===== config.mk =====
export PLATFORM = sky130hd
export DESIGN_NAME = axi_lite_reg_bridge
export DESIGN_NICKNAME = d
export VERILOG_FILES = /design/src/rtl/axi_lite_reg_bridge.sv
export SDC_FILE = /design/constraint.sdc
export NUM_CORES = 1
export LEC_CHECK = 0
export ABC_CLOCK_PERIOD_IN_PS = 2050
export CAP_MARGIN = 10
export CORE_UTILIZATION = 30
export CTS_CLUSTER_DIAMETER = 40
export DETAILED_ROUTE_END_ITERATION = 8
export GPL_ROUTABILITY_DRIVEN = 0
export GPL_TIMING_DRIVEN = 0
export SETUP_SLACK_MARGIN = 0.05
export SYNTH_ARGS = -nofsm -noshare
export SYNTH_HDL_FRONTEND = slang
export SYNTH_SLANG_ARGS = --single-unit

===== constraint.sdc =====
create_clock -name clk -period 2.05 [get_ports clk]
set_clock_uncertainty 0.05 [all_clocks]
set_input_delay 0.41 -clock clk [delete_from_list [all_inputs] [get_ports clk]]
set_output_delay 0.41 -clock clk [all_outputs]
set_load 0.02 [all_outputs]

===== src/rtl/axi_lite_reg_bridge.sv =====
// AXI-Lite slave bridging onto a single req/ack register port.
// One-deep AW/W/AR buffers, round-robin read/write arbitration, range decode and access timeout.
module axi_lite_reg_bridge #(
  parameter int unsigned           DATA_WIDTH     = 32,
  parameter int unsigned           ADDR_WIDTH     = 32,
  parameter int unsigned           REG_ADDR_WIDTH = 4,
  parameter int unsigned           NUM_REGS       = 16,
  parameter logic [ADDR_WIDTH-1:0] BASE_ADDR      = '0,
  parameter int unsigned           TIMEOUT_CYCLES = 16
) (
  input  logic                      clk,
  input  logic                      rst,
  input  logic [ADDR_WIDTH-1:0]     awaddr,
  input  logic [2:0]                awprot,
  input  logic                      awvalid,
  output logic                      awready,
  input  logic [DATA_WIDTH-1:0]     wdata,
  input  logic [DATA_WIDTH/8-1:0]   wstrb,
  input  logic                      wvalid,
  output logic                      wready,
  output logic [1:0]                bresp,
  output logic                      bvalid,
  input  logic                      bready,
  input  logic [ADDR_WIDTH-1:0]     araddr,
  input  logic [2:0]                arprot,
  input  logic                      arvalid,
  output logic                      arready,
  output logic [DATA_WIDTH-1:0]     rdata,
  output logic [1:0]                rresp,
  output logic                      rvalid,
  input  logic                      rready,
  output logic                      reg_req,
  output logic                      reg_we,
  output logic [REG_ADDR_WIDTH-1:0] reg_addr,
  output logic [DATA_WIDTH-1:0]     reg_wdata,
  output logic [DATA_WIDTH/8-1:0]   reg_wstrb,
  input  logic                      reg_ack,
  input  logic [DATA_WIDTH-1:0]     reg_rdata,
  input  logic                      reg_error
);

  localparam int unsigned STRB_W       = DATA_WIDTH / 8;
  localparam int unsigned BYTE_SHIFT   = $clog2(STRB_W);
  localparam int unsigned WINDOW_BYTES = NUM_REGS * STRB_W;
  localparam int unsigned CNT_W        = (TIMEOUT_CYCLES > 0) ? $clog2(TIMEOUT_CYCLES + 1) : 1;

  localparam logic [1:0] ST_IDLE   = 2'd0;
  localparam logic [1:0] ST_ACCESS = 2'd1;
  localparam logic [1:0] ST_RESP   = 2'd2;

  localparam logic [1:0] RESP_OKAY   = 2'b00;
  localparam logic [1:0] RESP_SLVERR = 2'b10;
  localparam logic [1:0] RESP_DECERR = 2'b11;

  logic [1:0]                state, state_nxt;
  logic                      ptr_rd, ptr_rd_nxt;
  logic                      aw_held, w_held, ar_held;
  logic [ADDR_WIDTH-1:0]     aw_addr_q, ar_addr_q;
  logic [DATA_WIDTH-1:0]     w_data_q;
  logic [STRB_W-1:0]         w_strb_q;
  logic                      grant_w, grant_r;
  logic                      write_rdy, read_rdy;
  logic                      kind_we, kind_we_nxt;
  logic [1:0]                resp_q, resp_nxt;
  logic [DATA_WIDTH-1:0]     rd_q, rd_nxt;
  logic [CNT_W-1:0]          cnt, cnt_nxt;
  logic                      req_nxt, we_nxt;
  logic [REG_ADDR_WIDTH-1:0] addr_nxt;
  logic [DATA_WIDTH-1:0]     wdata_nxt, rdata_nxt;
  logic [STRB_W-1:0]         wstrb_nxt;
  logic                      bvalid_nxt, rvalid_nxt;
  logic [1:0]                bresp_nxt, rresp_nxt;

  logic unused_prot;
  assign unused_prot = ^{awprot, arprot};

  // Offset is computed with a borrow bit so addresses below the base fall out of range.
  function automatic logic in_window(input logic [ADDR_WIDTH-1:0] a);
    logic [ADDR_WIDTH:0] diff;
    diff = {1'b0, a} - {1'b0, BASE_ADDR};
    return !diff[ADDR_WIDTH] && (diff[ADDR_WIDTH-1:0] < ADDR_WIDTH'(WINDOW_BYTES));
  endfunction

  function automatic logic [REG_ADDR_WIDTH-1:0] word_idx(input logic [ADDR_WIDTH-1:0] a);
    logic [ADDR_WIDTH-1:0] off;
    off = a - BASE_ADDR;
    return REG_ADDR_WIDTH'(off >> BYTE_SHIFT);
  endfunction

  assign awready   = !aw_held;
  assign wready    = !w_held;
  assign arready   = !ar_held;
  assign write_rdy = aw_held && w_held && !bvalid;
  assign read_rdy  = ar_held && !rvalid;

  // Channel holding registers; a held flag clears on the edge its transaction is granted.
  always_ff @(posedge clk) begin
    if (rst) begin
      aw_held   <= 1'b0;
      w_held    <= 1'b0;
      ar_held   <= 1'b0;
      aw_addr_q <= '0;
      ar_addr_q <= '0;
      w_data_q  <= '0;
      w_strb_q  <= '0;
    end else begin
      if (awvalid && !aw_held) begin
        aw_held   <= 1'b1;
        aw_addr_q <= awaddr;
      end else if (grant_w) begin
        aw_held <= 1'b0;
      end
      if (wvalid && !w_held) begin
        w_held   <= 1'b1;
        w_data_q <= wdata;
        w_strb_q <= wstrb;
      end else if (grant_w) begin
        w_held <= 1'b0;
      end
      if (arvalid && !ar_held) begin
        ar_held   <= 1'b1;
        ar_addr_q <= araddr;
      end else if (grant_r) begin
        ar_held <= 1'b0;
      end
    end
  end

  // Next-state and next-output logic for the access sequencer.
  always_comb begin
    state_nxt   = state;
    ptr_rd_nxt  = ptr_rd;
    grant_w     = 1'b0;
    grant_r     = 1'b0;
    kind_we_nxt = kind_we;
    resp_nxt    = resp_q;
    rd_nxt      = rd_q;
    cnt_nxt     = cnt;
    req_nxt     = reg_req;
    we_nxt      = reg_we;
    addr_nxt    = reg_addr;
    wdata_nxt   = reg_wdata;
    wstrb_nxt   = reg_wstrb;
    bvalid_nxt  = bvalid && !bready;
    bresp_nxt   = bresp;
    rvalid_nxt  = rvalid && !rready;
    rresp_nxt   = rresp;
    rdata_nxt   = rdata;

    case (state)
      ST_IDLE: begin
        if (write_rdy && (!read_rdy || !ptr_rd)) begin
          grant_w = 1'b1;
        end else if (read_rdy) begin
          grant_r = 1'b1;
        end
        if (write_rdy && read_rdy) begin
          ptr_rd_nxt = !ptr_rd;
        end
        if (grant_w) begin
          kind_we_nxt = 1'b1;
          if (in_window(aw_addr_q)) begin
            state_nxt = ST_ACCESS;
            req_nxt   = 1'b1;
            we_nxt    = 1'b1;
            addr_nxt  = word_idx(aw_addr_q);
            wdata_nxt = w_data_q;
            wstrb_nxt = w_strb_q;
            cnt_nxt   = '0;
          end else begin
            state_nxt = ST_RESP;
            resp_nxt  = RESP_DECERR;
          end
        end else if (grant_r) begin
          kind_we_nxt = 1'b0;
          if (in_window(ar_addr_q)) begin
            state_nxt = ST_ACCESS;
            req_nxt   = 1'b1;
            we_nxt    = 1'b0;
            addr_nxt  = word_idx(ar_addr_q);
            wstrb_nxt = '0;
            cnt_nxt   = '0;
          end else begin
            state_nxt = ST_RESP;
            resp_nxt  = RESP_DECERR;
            rd_nxt    = '0;
          end
        end
      end
      ST_ACCESS: begin
        if (reg_ack) begin
          state_nxt = ST_RESP;
          req_nxt   = 1'b0;
          resp_nxt  = reg_error ? RESP_SLVERR : RESP_OKAY;
          rd_nxt    = reg_error ? '0 : reg_rdata;
        end else if ((TIMEOUT_CYCLES != 0) && (cnt == CNT_W'(TIMEOUT_CYCLES - 1))) begin
          state_nxt = ST_RESP;
          req_nxt   = 1'b0;
          resp_nxt  = RESP_SLVERR;
          rd_nxt    = '0;
        end else begin
          cnt_nxt = cnt + CNT_W'(1);
        end
      end
      ST_RESP: begin
        state_nxt = ST_IDLE;
        if (kind_we) begin
          bvalid_nxt = 1'b1;
          bresp_nxt  = resp_q;
        end else begin
          rvalid_nxt = 1'b1;
          rresp_nxt  = resp_q;
          rdata_nxt  = rd_q;
        end
      end
      default: begin
        state_nxt = ST_IDLE;
        req_nxt   = 1'b0;
      end
    endcase
  end

  // State register; reset abandons any in-flight access without a response.
  always_ff @(posedge clk) begin
    if (rst) begin
      state     <= ST_IDLE;
      ptr_rd    <= 1'b0;
      kind_we   <= 1'b0;
      resp_q    <= RESP_OKAY;
      rd_q      <= '0;
      cnt       <= '0;
      reg_req   <= 1'b0;
      reg_we    <= 1'b0;
      reg_addr  <= '0;
      reg_wdata <= '0;
      reg_wstrb <= '0;
      bvalid    <= 1'b0;
      bresp     <= RESP_OKAY;
      rvalid    <= 1'b0;
      rresp     <= RESP_OKAY;
      rdata     <= '0;
    end else begin
      state     <= state_nxt;
      ptr_rd    <= ptr_rd_nxt;
      kind_we   <= kind_we_nxt;
      resp_q    <= resp_nxt;
      rd_q      <= rd_nxt;
      cnt       <= cnt_nxt;
      reg_req   <= req_nxt;
      reg_we    <= we_nxt;
      reg_addr  <= addr_nxt;
      reg_wdata <= wdata_nxt;
      reg_wstrb <= wstrb_nxt;
      bvalid    <= bvalid_nxt;
      bresp     <= bresp_nxt;
      rvalid    <= rvalid_nxt;
      rresp     <= rresp_nxt;
      rdata     <= rdata_nxt;
    end
  end

endmodule


**After elaboration in Yosys (flattened, before gate mapping)**

Index checks and enable logic that the tools add are counted.

- Add/sub/neg operators: 1
- Magnitude comparators: 2
- Equality and inequality tests: 15
- Mux-type cells: 64
- Bitwise operators: 2
- Reductions and logical operators: 38

Operator list:

| operator | number |
|---|---|
| $mux 32 | 6 |
| $lt 32x7->1 const B | 2 |
| $pmux 32 s2 | 1 |
| $mux 4 | 8 |
| $mux 5 | 6 |
| $mux 1 | 27 |
| $mux 2 | 12 |
| $ne 3x3->1 const B | 6 |
| $reduce_and 5->1 | 3 |
| $reduce_bool 2->1 | 6 |
| $logic_and 1x1->1 | 10 |
| $ne 2x2->1 const B | 5 |
| $pmux 5 s2 | 1 |
| $reduce_and 2->1 | 5 |
| $logic_not 1->1 | 9 |
| $pmux 2 s2 | 2 |
| $reduce_and 6->1 | 1 |
| $add 5x1->5 const B | 1 |
| $eq 5x4->1 const B | 1 |
| $reduce_and 4->1 | 1 |
| $pmux 1 s3 | 1 |
| $reduce_and 3->1 | 1 |
| $eq 2x1->1 const B | 1 |
| $eq 2x2->1 const B | 1 |
| other kinds (4) | 5 |

- Flip-flop bits (word level): 226
- Logic and storage cells: 145

**Logic depth before layout (Yosys ltp)**

- Depth in word-level cells: 10
- Gate-level depth with buffers: 9
- Gate-level depth less buffers: 8

**Worst setup path before layout**

Ideal clock, no wire load.

- Path kind: register to register
- Start: register bvalid
- End: register reg_we
- Setup time: 0.128 ns
- Arrival time: 1.761 ns
- Path slack: 0.112 ns
- Stages on the path, launching flop included: 8
- Path buffers: 2
- Period minus slack after synthesis: 1.938 ns
- Cells stage by stage: dfxtp_1 > and3b_1 > buf_6 > and2_4 > or4_4 > buf_6 > a21oi_2 > nor2_1

- Cells in the longest elaborated chain, start to end: 7
- Elaborated cells between the ends (all ways): 12

RTL lines:

| what | RTL line | text |
|---|---|---|
| start, declared | 22 | `output logic bvalid,` |
| start signal, assigned | 254 | `bvalid <= bvalid_nxt;` |
| $logic_not 1->1 * | 93 | `assign write_rdy = aw_held && w_held && !bvalid;` |
| $logic_and 1x1->1 * | 93 |  |
| $logic_and 1x1->1 * | 152 | `if (write_rdy && (!read_rdy \|\| !ptr_rd)) begin` |
| $mux 1 | 152 |  |
| $mux 1 | 150 | `case (state)` |
| $ne 2x1->1 (no line) / $reduce_bool 2->1 (equally long branches) | - |  |
| $reduce_and 4->1 (no line) | - |  |
| end signal, assigned | 250 | `reg_we <= we_nxt;` |
| end, declared | 33 | `output logic reg_we,` |

Mark *: on every way between the ends. The rest lies on a longest branch, timed or not. The select of a mux whose other input is x is not followed.
A chain may end at the register's enable or synchronous reset.

**Worst setup path in the final report**

- Start: register ar_addr_q[14]
- End: register reg_we

- Cells in the longest elaborated chain, start to end: 3

RTL lines:

| what | RTL line | text |
|---|---|---|
| start, declared | 58 | `logic [ADDR_WIDTH-1:0] aw_addr_q, ar_addr_q;` |
| start signal, assigned | 122 | `ar_addr_q <= araddr;` |
| $lt 32x7->1 | 81 | `return !diff[ADDR_WIDTH] && (diff[ADDR_WIDTH-1:0] < ADDR_WIDTH'(WINDOW_BYTES));` |
| $reduce_bool 2->1 (no line) | - |  |
| $reduce_and 4->1 (no line) | - |  |

Every way passes these cells.

==> summary.txt <==
Yosys
  • Synth warn: 0
  • Post-synth top flop: dfxtp_1
  • Cell count after synthesis: 951
  • Netlist cell types: between 40 and 50
  • Avg Cell Area, Syn: around 8.3 µm²
  • Post-synth EDFFs: 0
  • Asr flop ratio synth: 0
  • Cell Area, Synth: around 7900 µm²
  • Sequential share of the synthesized area: 0.560
  • #FFs+latches synth: around 220
  • Post-Syn Nets: 1100

Worst setup path
  • CP endpoint kind: flip-flop
  • Maximum fanout along the worst path: 5
  • Critical path type: flip-flop to flip-flop
  • CP startpoint kind: flip-flop
  • Data arrival, critical path: around 2300 ps
  • CP required: about 2400 ps

Worst hold path
  • Hold WC Path Type: flip-flop to flip-flop

Floorplanning
  • Row count: between 50 and 60
  • I/O pins: 230
  • Die W: about 160 µm
  • Initial Util: 0.305
  • Die Footprint: roughly 27000 µm²
  • Core box area: about 26000 µm²
  • Die H: 165 µm

Final layout
  • Most common cell after layout, fill and taps aside: nand2_1
  • Net count, final: 1368
  • Finished Cell Area: 12300 µm²
  • Area growth syn-to-layout: 55.1%
  • Final Non-Filler Cells: around 1600
  • Most frequent cells in the layout: nand2_1, dfxtp_1, clkdlybuf4s50_1
  • Fraction of layout cells with a size suffix above 1: 0.123

Global route
  • First-pass GRT wire length: roughly 38000 µm
  • Global Route Usage Sum: 0.180
  • Initial antenna violation count: 1
  • Grt total ovfl: 0
  • Largest net degree at the start of global routing: 13
  • Number of global-route vias before repair: slightly above 7000

Clock tree
  • CTS tree: yes
  • Clock root buffer: clkbuf_16
  • Clock sinks: between 200 and 250
  • H-tree depth: 2
  • Clk pin slew, worst setup/hold paths: about 50 ps
  • Clock Tree Buf Depth: 3
  • CTS Hold Bufs: 0
  • Clock latency on the worst-skew pair: 500 ps
  • Total CTS buffers: 35

Placement
  • Area post-placement: approximately 11000 µm²
  • I/O Buffers: roughly 220
  • DP Wirelength: around 17000 µm
  • Dpl cells: approximately 1500

Route
  • Routed wire length: between 20000 and 30000 µm
  • Vias: around 7600
  • Initial drt markers: approximately 400
  • Antenna-violating nets left: 0
  • Drc violations: 0
  • Number of vias per cell: roughly 4.8
  • Pre-antenna DRT Iters: 5
  • WL/cell: approximately 16 µm

STA
  • Final count of negative-setup-slack endpoints: 0
  • Max frequency: around 0.5 GHz
  • RSZ-0062 raised after global routing: yes
  • Max-slew violation count: 0
  • Final min period: between 1500 and 2000 ps
  • Crit share post-route: 0.969
  • Pin slew with the least headroom to its limit: 705 ps
  • Fin. Hold Viols: 0
  • Max_slew headroom: 0.530

Flow run
  • Max cap viols: 0

Power and ir drop
  • Power Density: between 900 and 1000 nW/µm²
  • Leak Pwr: roughly 4.4 nW
  • VDD IR max: between 500 and 600 µV

Status
  • Run status: finished, final reports clean
metrics by stage:
step | total power [mW] | util | hold WS, ps | setup TNS (ps) | setup WS, ps
4_1_cts | 12.0 | 0.460 | 391 | -694 | -44.3
3_5_place_dp | 5.58 | 0.406 | 392 | -75870 | -786
2_1_floorplan | 5.07 | - | 382 | 0 | 112
3_3_place_gp | 5.57 | 0.406 | 387 | -71090 | -749
6_report | 11.9 | 0.474 | 400 | 0 | 63.4
5_1_grt | 12.4 | 0.473 | 397 | -4.34 | -4.34
state kept, by name, indices dropped and copies added (netlist names), 2 cells and up:
signal,flops
rd_q,32
cnt,5
rresp,2
ar_addr_q,30
w_data_q,32
reg_wstrb,4
reg_wdata,32
resp_q,2
state,2
rdata,32
aw_addr_q,30
w_strb_q,4
reg_addr,4
bresp,2
report_power, final:
group	switching [mW]	internal (mW)
Combinational	0.545	0.507
Sequential	0.101	4.46
Clock	2.14	4.17
cell families after synthesis:
family | count (synthesis) | synth area share
adders and majority gates | 2 | 0.00315
muxes | 5 | 0.00694
buffers and inverters | 77 | 0.0407
AOI/OAI and AO/OA | 233 | 0.174
DFF | 222 | 0.560
xor gates and xnor gates | 1 | 0.00110
and+or+nand+nor | 411 | 0.214
cells in the mapped netlist, drive strengths merged (2+ instances only):
library cell  number  share of area
nand3             19          0.013
mux2               4         0.0057
nor3b              2         0.0019
nor3               3         0.0033
or3                2         0.0016
nand4              2         0.0016
inv                9         0.0043
nor2              17         0.0080
o21ai              6         0.0038
nand3b             2         0.0019
a311oi             3         0.0033
and2               2         0.0019
o31ai              2         0.0019
dfxtp            222           0.56
nor2b              4         0.0032
nand2            335           0.16
a21oi            181           0.11
or4                2         0.0024
a32o              32          0.040
nor4              13          0.010
ha                 2         0.0032
clkbuf            51          0.024
nand2b             3         0.0024
buf               17          0.012
per-layer routing:
layer | global-route usage | wire length (µm) | vias up
met5 | 0 | 11 | -
met1 | 0.230 | 11000 | 3543
met3 | 0.0407 | 1530 | 46
li1 | - | - | 3770
met2 | 0.294 | 11900 | 200
met4 | 0.0659 | 628 | 2
final cells by class:
cell class	instances	area, µm²
clock inverters	22	344
inverters	9	33.8
flip-flops and latches	222	4460
plain buffers	68	370
multi-input cells	652	3420
fillers	2562	13700
diodes	3	7.51
clock buffers	41	928
repair buffers	231	2330
well taps	335	419
critical path, stage by stage (launching register included):
cell	delay, ps
dfxtp_2	330
nor4_4	280
nand4_1	110
buf_4	170
or4_4	580
buf_8	170
a21oi_2	110
nor2_1	50
path summary, 6_finish.rpt:
| kind | from | end | slack [ps] | depth (start not counted) |
|---|---|---|---|---|
| min reg2reg | rd_q[4] | rdata[4] | 400 | 2 |
| min | rd_q[4] | rdata[4] | 400 | 2 |
| max reg2reg | ar_addr_q[14] | reg_we | 60 | 7 |
| max | ar_addr_q[14] | reg_we | 60 | 7 |
what timing repair did:
| item | in CTS | in global routing |
|---|---|---|
| gates resized for setup | 28 | 83 |
| endpoints found under the setup margin | 185 | 160 |
| gates cloned | 0 | 3 |
| setup buffers | 8 | 1 |
| pin swaps | 5 | 24 |
Power figures use the tool's default switching activity.
